### config.mk
export PLATFORM = sky130hd
export DESIGN_NAME = priority_decoder_tracker
export DESIGN_NICKNAME = d
export VERILOG_FILES = /design/src/rtl/priority_decoder_tracker.sv
export SDC_FILE = /design/constraint.sdc
export NUM_CORES = 1
export LEC_CHECK = 0
export ABC_AREA = 0
export CORE_MARGIN = 10
export CORE_UTILIZATION = 42
export DETAILED_ROUTE_END_ITERATION = 10
export PLACE_DENSITY = 0.76
export SETUP_SLACK_MARGIN = 0.02
export SYNTH_ARGS = -nofsm -noshare
export SYNTH_HDL_FRONTEND = slang
export SYNTH_SLANG_ARGS = --single-unit
export TNS_END_PERCENT = 10
### constraint.sdc
create_clock -name clock_i -period 4.45 [get_ports clock_i]
set_input_delay 0.445 -clock clock_i [delete_from_list [all_inputs] [get_ports clock_i]]
set_output_delay 0.445 -clock clock_i [all_outputs]
set_load 0.02 [all_outputs]
### src/rtl/priority_decoder_tracker.sv
// Per-line status tracker with a binary-to-one-hot decoder.
// Single-line SET/CLEAR commands, plus a SWEEP that clears every line in index order.
module priority_decoder_tracker #(
    parameter int OUTPUT_SIZE = 8
) (
    input  logic                            clock_i,
    input  logic                            resetn_i,
    input  logic                            req_i,
    input  logic [1:0]                      req_op_i,
    input  logic [$clog2(OUTPUT_SIZE)-1:0]  req_index_i,
    output logic                            ready_o,
    output logic [OUTPUT_SIZE-1:0]          onehot_o,
    output logic                            strobe_o,
    output logic [OUTPUT_SIZE-1:0]          status_o,
    output logic [$clog2(OUTPUT_SIZE):0]    count_o,
    output logic                            full_o,
    output logic                            empty_o,
    output logic                            done_o
);

    localparam int BW = $clog2(OUTPUT_SIZE);
    localparam logic [BW:0] SIZE_W  = (BW+1)'(OUTPUT_SIZE);
    localparam logic [BW:0] ONE_W   = {{BW{1'b0}}, 1'b1};

    typedef enum logic [1:0] {
        IDLE  = 2'd0,
        SWEEP = 2'd1,
        DONE  = 2'd2
    } state_t;

    state_t                 state_r, state_n;
    // One bit wider than an index: the value OUTPUT_SIZE marks "all lines swept".
    logic [BW:0]            ptr_r, ptr_n;
    logic [OUTPUT_SIZE-1:0] onehot_r, onehot_n;
    logic                   strobe_r, strobe_n;
    logic [OUTPUT_SIZE-1:0] status_r, status_n;
    logic [BW:0]            count_r, count_n;
    logic                   idx_valid_s;
    logic [BW-1:0]          sweep_idx_s;

    function automatic logic [OUTPUT_SIZE-1:0] decode(input logic [BW-1:0] idx);
        logic [OUTPUT_SIZE-1:0] vec;
        vec      = '0;
        vec[idx] = 1'b1;
        return vec;
    endfunction

    assign idx_valid_s = ({1'b0, req_index_i} < SIZE_W);
    assign sweep_idx_s = ptr_r[BW-1:0];

    // Next-state and next-output computation for the command FSM.
    always_comb begin
        state_n  = state_r;
        ptr_n    = ptr_r;
        onehot_n = onehot_r;
        strobe_n = 1'b0;
        status_n = status_r;
        count_n  = count_r;
        case (state_r)
            IDLE: begin
                if (req_i) begin
                    case (req_op_i)
                        2'b00: begin
                            if (idx_valid_s) begin
                                onehot_n = decode(req_index_i);
                                strobe_n = 1'b1;
                                if (!status_r[req_index_i]) begin
                                    status_n[req_index_i] = 1'b1;
                                    count_n = count_r + ONE_W;
                                end else begin
                                    count_n = count_r;
                                end
                            end else begin
                                strobe_n = 1'b0;
                            end
                        end
                        2'b01: begin
                            if (idx_valid_s) begin
                                onehot_n = decode(req_index_i);
                                strobe_n = 1'b1;
                                if (status_r[req_index_i]) begin
                                    status_n[req_index_i] = 1'b0;
                                    count_n = count_r - ONE_W;
                                end else begin
                                    count_n = count_r;
                                end
                            end else begin
                                strobe_n = 1'b0;
                            end
                        end
                        2'b10: begin
                            state_n = SWEEP;
                            ptr_n   = '0;
                        end
                        default: begin
                            strobe_n = 1'b0;
                        end
                    endcase
                end else begin
                    strobe_n = 1'b0;
                end
            end
            SWEEP: begin
                if (ptr_r < SIZE_W) begin
                    onehot_n = decode(sweep_idx_s);
                    strobe_n = 1'b1;
                    ptr_n    = ptr_r + ONE_W;
                    if (status_r[sweep_idx_s]) begin
                        status_n[sweep_idx_s] = 1'b0;
                        count_n = count_r - ONE_W;
                    end else begin
                        count_n = count_r;
                    end
                end else begin
                    state_n = DONE;
                    ptr_n   = '0;
                end
            end
            DONE: begin
                state_n = IDLE;
            end
            default: begin
                state_n = IDLE;
                ptr_n   = '0;
            end
        endcase
    end

    // State and output registers.
    always_ff @(posedge clock_i or negedge resetn_i) begin
        if (!resetn_i) begin
            state_r  <= IDLE;
            ptr_r    <= '0;
            onehot_r <= '0;
            strobe_r <= 1'b0;
            status_r <= '0;
            count_r  <= '0;
        end else begin
            state_r  <= state_n;
            ptr_r    <= ptr_n;
            onehot_r <= onehot_n;
            strobe_r <= strobe_n;
            status_r <= status_n;
            count_r  <= count_n;
        end
    end

    assign ready_o  = (state_r == IDLE);
    assign done_o   = (state_r == DONE);
    assign onehot_o = onehot_r;
    assign strobe_o = strobe_r;
    assign status_o = status_r;
    assign count_o  = count_r;
    assign full_o   = (count_r == SIZE_W);
    assign empty_o  = (count_r == '0);

endmodule

==> After elaboration in Yosys (flattened, before gate mapping) <==
Index checks and enable logic that the tools add are counted.
{ "op_classes": {"addsub": 3, "multipliers": 0, "n_div": 0, "n_lt_le_gt_ge": 5, "n_eq_ne": 14, "shifts": 0, "n_mux": 38, "bitwise": 6, "reduce_logical": 11} }
{ "op_table": {"columns": ["op", "count"], "rows": [
  ["two-way mux 8 bit", 8],
  ["case mux 8 bit (2 select lines)", 3],
  ["two-way mux 4 bit", 8],
  ["bitwise AND 8 bit", 2],
  ["inverter 8 bit", 2],
  ["case mux 4 bit (2 select lines)", 2],
  ["case mux 4 bit (3 select lines)", 1],
  ["!= test 2 bit, second input constant", 5],
  ["adder 4 x 1 -> 4 bit, second input constant", 2],
  ["< comparator 3 x 4 -> 1 bit, second input constant", 2],
  ["OR 8 bit", 1],
  ["two-way mux 1 bit", 7],
  ["AND reduction 7 bit", 1],
  ["binary-select mux 1 bit (select 3 bit)", 2],
  ["demux 1 bit (select 3 bit)", 2],
  [">= comparator 3 x 1 -> 1 bit, second input constant", 2],
  ["two-way mux 2 bit", 3],
  ["!= test 3 bit, second input constant", 2],
  ["AND reduction 3 bit", 2],
  ["== test 2 x 1 -> 1 bit, second input constant", 2],
  ["== test 2 bit, second input constant", 2],
  ["== test 4 bit, second input constant", 1],
  ["zero test 2 bit", 2],
  ["zero test 4 bit", 1],
  ["other kinds (11)", 12]
]} }
{ "word_totals": {"ff_bits": 27, "latch_bits": 0, "mem_bits_rw": 0, "romBits": 0, "output_inout_bits": 25, "memories": 0} }

==> Longest topological paths before layout <==
Gate-level depths: netlist of run 1.
{ "depth": {"word_depth": 10, "ltp_mapped": 6} }

==> Least setup slack after synthesis of run 1 <==
Ideal clock, no wire load.
{ "synth_path": {"kind": "input port to flip-flop", "from": "input req_index_i[0]", "to": "register with a tool-made name", "t_arrival_ns": 2.120, "t_required_ns": 4.330, "path_slack_ns": 2.209, "stages": 6, "cell_sequence": "buf_6 > mux2_1 > mux4_2 > mux2i_4 > o31a_1 > a41o_1"} }
{ "synth_rtl": {"columns": ["element", "line", "text"], "rows": [
  ["start, declared", "10", "input logic [$clog2(OUTPUT_SIZE)-1:0] req_index_i,"]
]} }

==> impl_metrics.json, run 1 <==
{
  "status": "finished clean",
  "synth_flop_cell": "dfrtp_1",
  "drcViolationCount": 0,
  "grt_use_total_pct": 12.6,
  "total_power_mw": 1.42,
  "avgSynthCellArea_um2": 10.1,
  "cp_slowest_cell": "a21oi_2",
  "slew_headroom_pct": 44.5,
  "antenna_found_initial": 0,
  "initial_core_util_pct": 45.0,
  "cts-root-buf": "clkbuf_8",
  "ctsHoldBuffers": 0,
  "std_cell_rows": 21,
  "core_area_um2": 3440,
  "grt-ovfl-total": 0,
  "netlist_instances": 154,
  "grt_pass1_vias": 1369,
  "crit_chain": "clkdlybuf4s50_1 > or3b_2 > a21oi_2 > o21ai_2 > o31a_1 > a41o_1",
  "fp.dieW_um": 80.7,
  "n_antenna_cell": 0,
  "num_vias": 1361,
  "area_delta_synth_final_pct": 26.3,
  "post-route-min-period_ns": 2.77,
  "whs_ns": 0.519,
  "hp-class": "reg -> reg",
  "io_buffers": 32,
  "tns_ns": 0,
  "syn_area_um2": 1550,
  "fin_skew_ns": 0.00395,
  "dp_slack_ns": 1.43,
  "synth_edf_count": 0,
  "finish.utilization_pct": 56.8,
  "numCtsBuffers": 3,
  "ioPinCount": 33,
  "setup_ws_ns": 1.68,
  "layout_commonest_cell": "clkdlybuf4s50_1",
  "cp.required_ns": 4.62,
  "cts_tree": "yes",
  "postCtsSetupRepairBufs": 0,
  "critPathLaunchType": "primary input",
  "fin_nets": 198,
  "fin_crit_sh_pct": 62.2,
  "grt_max_degree": 28,
  "rsz0062_at_grt": "no",
  "grt_pass1_wl_mm": 6.62,
  "wl_per_cell_um": 17.0,
  "max_freq_mhz": 362,
  "post-dp-hpwl_mm": 2.95,
  "drtAntennaViolNets": 0,
  "synth_fp_nets": 165,
  "powerDensity_nw_per_um2": 728,
  "yosysWarnings": 0,
  "ys_types": 45,
  "async_reset_ff_share_pct": 100,
  "initialDrtViolationCount": 166,
  "drt-total-wl_mm": 3.94,
  "max_stage_delay_ns": 0.66,
  "cts.reportedPaths.clkPinSlew_ns": 0.10,
  "die_y_um": 80.7,
  "critPathCaptureType": "flip-flop",
  "cts_htree_levels": 1,
  "cts-resized-gates": 0,
  "final-max-slew-violation-count": 0,
  "yosys_register_bits": 27,
  "numClockSinks": 27,
  "p_leak_nw": 0.840,
  "drive_gt1_share_pct": 9.68,
  "via_per_inst": 5.87,
  "crit_buf_inv": 1,
  "fp.dieArea_um2": 6510,
  "clk_latency_ns": 0.27,
  "finalSetupViolCount": 0,
  "synth_seq_area_share_pct": 43.7,
  "first_pass_iters": 4,
  "crit_family": "compound AO/OA/AOI/OAI gates",
  "path_class": "in -> reg",
  "hold_violations": 0,
  "arrival_ns": 2.93,
  "final_cell_mix": "32 x clkdlybuf4s50_1, 27 x dfrtp_1, 16 x nor2_1, 16 x nand2_1",
  "cts_buffer_depth": 2,
  "vdd_ir_drop_max_v": 0.000244,
  "crit_fanout": 19,
  "gp_congestion": 0.862,
  "max_cap_violations": 0,
  "tightest_slew_ns": 0.833
}
==> cell usage after synthesis, types with 2 or more instances <==
| master | number | area, um2 |
|---|---|---|
| inv_1 | 7 | 26.3 |
| a21oi_1 | 8 | 40.0 |
| clkbuf_1 | 3 | 11.3 |
| nand3_1 | 2 | 10.0 |
| xor2_1 | 3 | 26.3 |
| mux2_2 | 4 | 45.0 |
| mux4_2 | 2 | 45.0 |
| nor3_1 | 6 | 30.0 |
| mux2_1 | 2 | 22.5 |
| o31ai_1 | 5 | 37.5 |
| nor2b_1 | 6 | 37.5 |
| ha_1 | 3 | 37.5 |
| mux2i_1 | 2 | 20.0 |
| o21ai_0 | 4 | 20.0 |
| a41o_1 | 2 | 20.0 |
| nand2_1 | 16 | 60.1 |
| nor2_1 | 16 | 60.1 |
| o31a_1 | 2 | 17.5 |
| nand2b_1 | 2 | 12.5 |
| a32oi_1 | 8 | 70.1 |
| dfrtp_1 | 27 | 676 |
==> power by group <==
group	switching [mW]	internal (mW)	total [mW]	leakage (nW)
Sequential	0.113	0.348	0.461	0.332
Clock	0.0793	0.0635	0.143	0.0217
Combinational	0.460	0.358	0.818	0.485
==> path summary, 6_finish.rpt <==
path                                        startpoint                     end  slack [ns]  cells past startpoint
worst min-delay path            count_o[3]$_DFFE_PN0P_  count_o[3]$_DFFE_PN0P_        0.52                      1
worst min register to register  count_o[3]$_DFFE_PN0P_  count_o[3]$_DFFE_PN0P_        0.52                      1
max in group asynchronous                     resetn_i               async pin        3.66                      2
worst max register to register  state_r[0]$_DFFE_PN0P_               flip-flop        1.86                      5
worst max-delay path                             req_i               flip-flop        1.68                      6
min in group asynchronous                     resetn_i  count_o[1]$_DFFE_PN0P_        0.54                      2
==> layer usage <==
metal	vias to the layer above	track usage, %	wire length, um
met3	13	2.67	313
li1	631	-	-
met5	-	0	0
met1	660	14.5	1590
met2	57	21.9	1940
met4	0	5.19	101
==> per-stage QoR <==
stage	instance area (um2)	cells
3_3_place_gp	1910	228
2_1_floorplan	1550	154
3_5_place_dp	1910	228
4_1_cts	1950	232
6_report	1950	232
5_1_grt	1950	232
==> worst reg2reg max path, stage by stage (launching register included) <==
cell	delay, ns
dfrtp_1	0.47
or3b_2	0.48
a21oi_2	0.66
o21ai_2	0.31
o31a_1	0.35
a41o_1	0.21
==> cell families (layout without fill, tap and decap cells) <==
kind of cell / count (synthesis) / count (layout) / share of synthesized area, %
AO/OA/AOI/OAI: 37 / 37 / 17.9
XOR/XNOR: 4 / 4 / 2.26
adder cells (fa/ha/maj): 3 / 3 / 2.43
buffers and inverters: 12 / 44 / 3.48
flip-flops: 27 / 27 / 43.7
multiplexers: 12 / 12 / 11.0
AND/OR/NAND/NOR: 59 / 59 / 19.2
==> area by class of cell <==
| class | count | area [um2] |
|---|---|---|
| timing repair buffer | 33 | 328 |
| sequential | 27 | 676 |
| multi-input combinational | 115 | 818 |
| inverter | 7 | 26.3 |
| tap | 46 | 57.6 |
| fill | 298 | 1490 |
| clock buffer | 3 | 41.3 |
| clock inverter | 1 | 7.51 |
(Power assumes the default switching activity.)
==> run 2, diff against run 1 <==
==> constraint.sdc (replaced) <==
create_clock -name clock_i -period 2.7 [get_ports clock_i]
set_input_delay 0.27 -clock clock_i [delete_from_list [all_inputs] [get_ports clock_i]]
set_output_delay 0.27 -clock clock_i [all_outputs]
set_load 0.02 [all_outputs]
==> run 2 against run 1 <==
Net effect:
- sequential share of layout area decreased by 0.65 points
- sequential cell count unchanged
- cell count increased by 2.2%
- critical path depth unchanged
- register-to-register slack got worse by 1.6 ns
- die area unchanged
- routed wire length increased by 0.48%
- combinational power increased by 69%
- worst setup slack got worse by 1.4 ns
- first-iteration DRC count decreased by 42%
- sequential power increased by 65%
==> impl_metrics.json, run 2 (synthesis gave the netlist of run 1 again) <==
{
  "status": "finished clean",
  "clk_latency_ns": 0.28,
  "ff2ff_setup_slack_ns": 0.29,
  "std_cell_rows": 21,
  "p_seq_share_pct": 32.1,
  "cp_slowest_cell": "clkdlybuf4s50_1",
  "grt_max_degree": 28,
  "first_pass_iters": 4,
  "clockPowerShare_pct": 10.0,
  "drt-total-wl_mm": 3.96,
  "fin_skew_ns": 0.000993,
  "cts_tree": "yes",
  "post-route-min-period_ns": 2.45,
  "io_buffers": 32,
  "finish.utilization_pct": 57.9,
  "grt_pass1_vias": 1379,
  "p_leak_nw": 0.864,
  "fin_nets": 203,
  "slew_headroom_pct": 64.2,
  "drtAntennaViolNets": 0,
  "drive_gt1_share_pct": 12.0,
  "layout.cells.non_filler": 237,
  "critPathCaptureType": "flip-flop",
  "num_vias": 1352,
  "rsz0062_at_grt": "no",
  "critPathLaunchType": "primary input",
  "drcViolationCount": 0,
  "fp.dieW_um": 80.7,
  "die_y_um": 80.7,
  "crit_family": "multiplexers",
  "powerDensity_nw_per_um2": 1190,
  "cts-root-buf": "clkbuf_8",
  "max_freq_mhz": 408,
  "intPower_mw": 1.30,
  "cts_htree_levels": 1,
  "numCtsBuffers": 3,
  "grt_use_total_pct": 12.5,
  "antenna_found_initial": 0,
  "combPwrFrac_pct": 57.9,
  "cts.reportedPaths.clkPinSlew_ns": 0.09,
  "cts-resized-gates": 0,
  "fillers": 296,
  "postCtsSetupRepairBufs": 0,
  "tns_ns": 0,
  "hp-class": "in -> async",
  "reg2reg_depth": 5,
  "initialDrtViolationCount": 96,
  "n_antenna_cell": 0,
  "grt-ovfl-total": 0,
  "power.switching_mw": 1.08,
  "tightest_slew_ns": 0.537,
  "max_stage_delay_ns": 0.68,
  "path_class": "in -> reg",
  "arrival_ns": 2.63,
  "max_cap_violations": 0,
  "ctsHoldBuffers": 0,
  "area_delta_synth_final_pct": 28.7,
  "ioPinCount": 33,
  "post-dp-hpwl_mm": 3.05,
  "grt_pass1_wl_mm": 6.65,
  "fp.dieArea_um2": 6510,
  "fin_crit_sh_pct": 90.8,
  "layout_commonest_cell": "clkdlybuf4s50_1",
  "wl_per_cell_um": 16.7,
  "final-max-slew-violation-count": 0,
  "core_area_um2": 3440,
  "initial_core_util_pct": 45.0,
  "p_sw_share_pct": 45.4,
  "via_per_inst": 5.70,
  "cp.required_ns": 2.88,
  "crit_fanout": 8,
  "crit_chain": "clkdlybuf4s50_1 > mux2_1 > mux4_2 > mux2i_4 > o31a_1 > a41o_1",
  "finalSetupViolCount": 0,
  "crit_buf_inv": 1,
  "vdd_ir_drop_max_v": 0.000344,
  "gp_congestion": 0.913,
  "r2r_start": "ptr_r[0]$_DFFE_PN0P_",
  "cts_buffer_depth": 2,
  "dp.cells": 233,
  "numClockSinks": 27,
  "hold_violations": 0,
  "final_cell_mix": "32 x clkdlybuf4s50_1, 27 x dfrtp_1, 16 x nor2_1, 16 x nand2_1"
}
## run 2: changes by cell type in the layout (fill, tap and decap cells not counted)
cell   previous run  this run
buf_4             1         6
## run 2: worst reg2reg max path, delay by kind of cell (launching register included)
| family | cells | cell delay [ns] |
|---|---|---|
| AOI/OAI and AO/OA | 2 | 0.70 |
| and+or+nand+nor | 1 | 0.12 |
| DFF | 1 | 0.61 |
| muxes | 2 | 0.88 |
## run 2: worst max-delay path by stage
stage                    startpoint   endpoint  slack (ns)  cells past startpoint
4_1_cts              req_index_i[0]  flip-flop        0.28                      7
2_1_floorplan             flip-flop  flip-flop        0.56                      5
3_3_place_gp         req_index_i[0]  flip-flop        0.03                      6
3_5_place_dp         req_index_i[0]  flip-flop       -0.02                      7
5_1_grt        ptr_r[0]$_DFFE_PN0P_  flip-flop        0.16                      5
6_report             req_index_i[0]  flip-flop        0.25                      6
## run 2: cell type report
cell class | count | area (um2) | area share [%]
inverters | 7 | 26.3 | 1.32
clock buffers | 3 | 41.3 | 2.07
flip-flops and latches | 27 | 676 | 33.9
clock inverters | 1 | 7.51 | 0.377
well taps | 46 | 57.6 | 2.89
repair buffers | 38 | 365 | 18.3
multi-input cells | 115 | 818 | 41.1
## run 2: metrics by stage
stage / setup WS (ns) / hold slack (ns) / total power [mW] / cell area (um2)
after floorplan: 0.563 / -0.0256 / 1.60 / 1550
after global placement: 0.0303 / 0.496 / 2.10 / 1940
after detailed placement: -0.0186 / 0.507 / 2.15 / 1940
after CTS: 0.275 / 0.370 / 2.39 / 1990
after global routing: 0.156 / 0.395 / 2.56 / 1990
final: 0.248 / 0.357 / 2.38 / 1990
## run 2: power groups by stage
stage | Sequential [mW] | Combinational (mW) | Clock [mW]
after global routing | 0.793 | 1.51 | 0.257
after floorplan | 0.866 | 0.735 | 0
final | 0.762 | 1.38 | 0.238
after detailed placement | 0.769 | 1.38 | 0
after CTS | 0.761 | 1.39 | 0.243
after global placement | 0.750 | 1.35 | 0
## run 2: per-layer routing
| layer | track usage (%) | vias up | wire [um] |
|---|---|---|---|
| met5 | 0 | - | 0 |
| met4 | 4.84 | 0 | 63 |
| met3 | 2.56 | 7 | 290 |
| met2 | 21.2 | 44 | 1950 |
| met1 | 15.3 | 661 | 1660 |
| li1 | - | 640 | - |
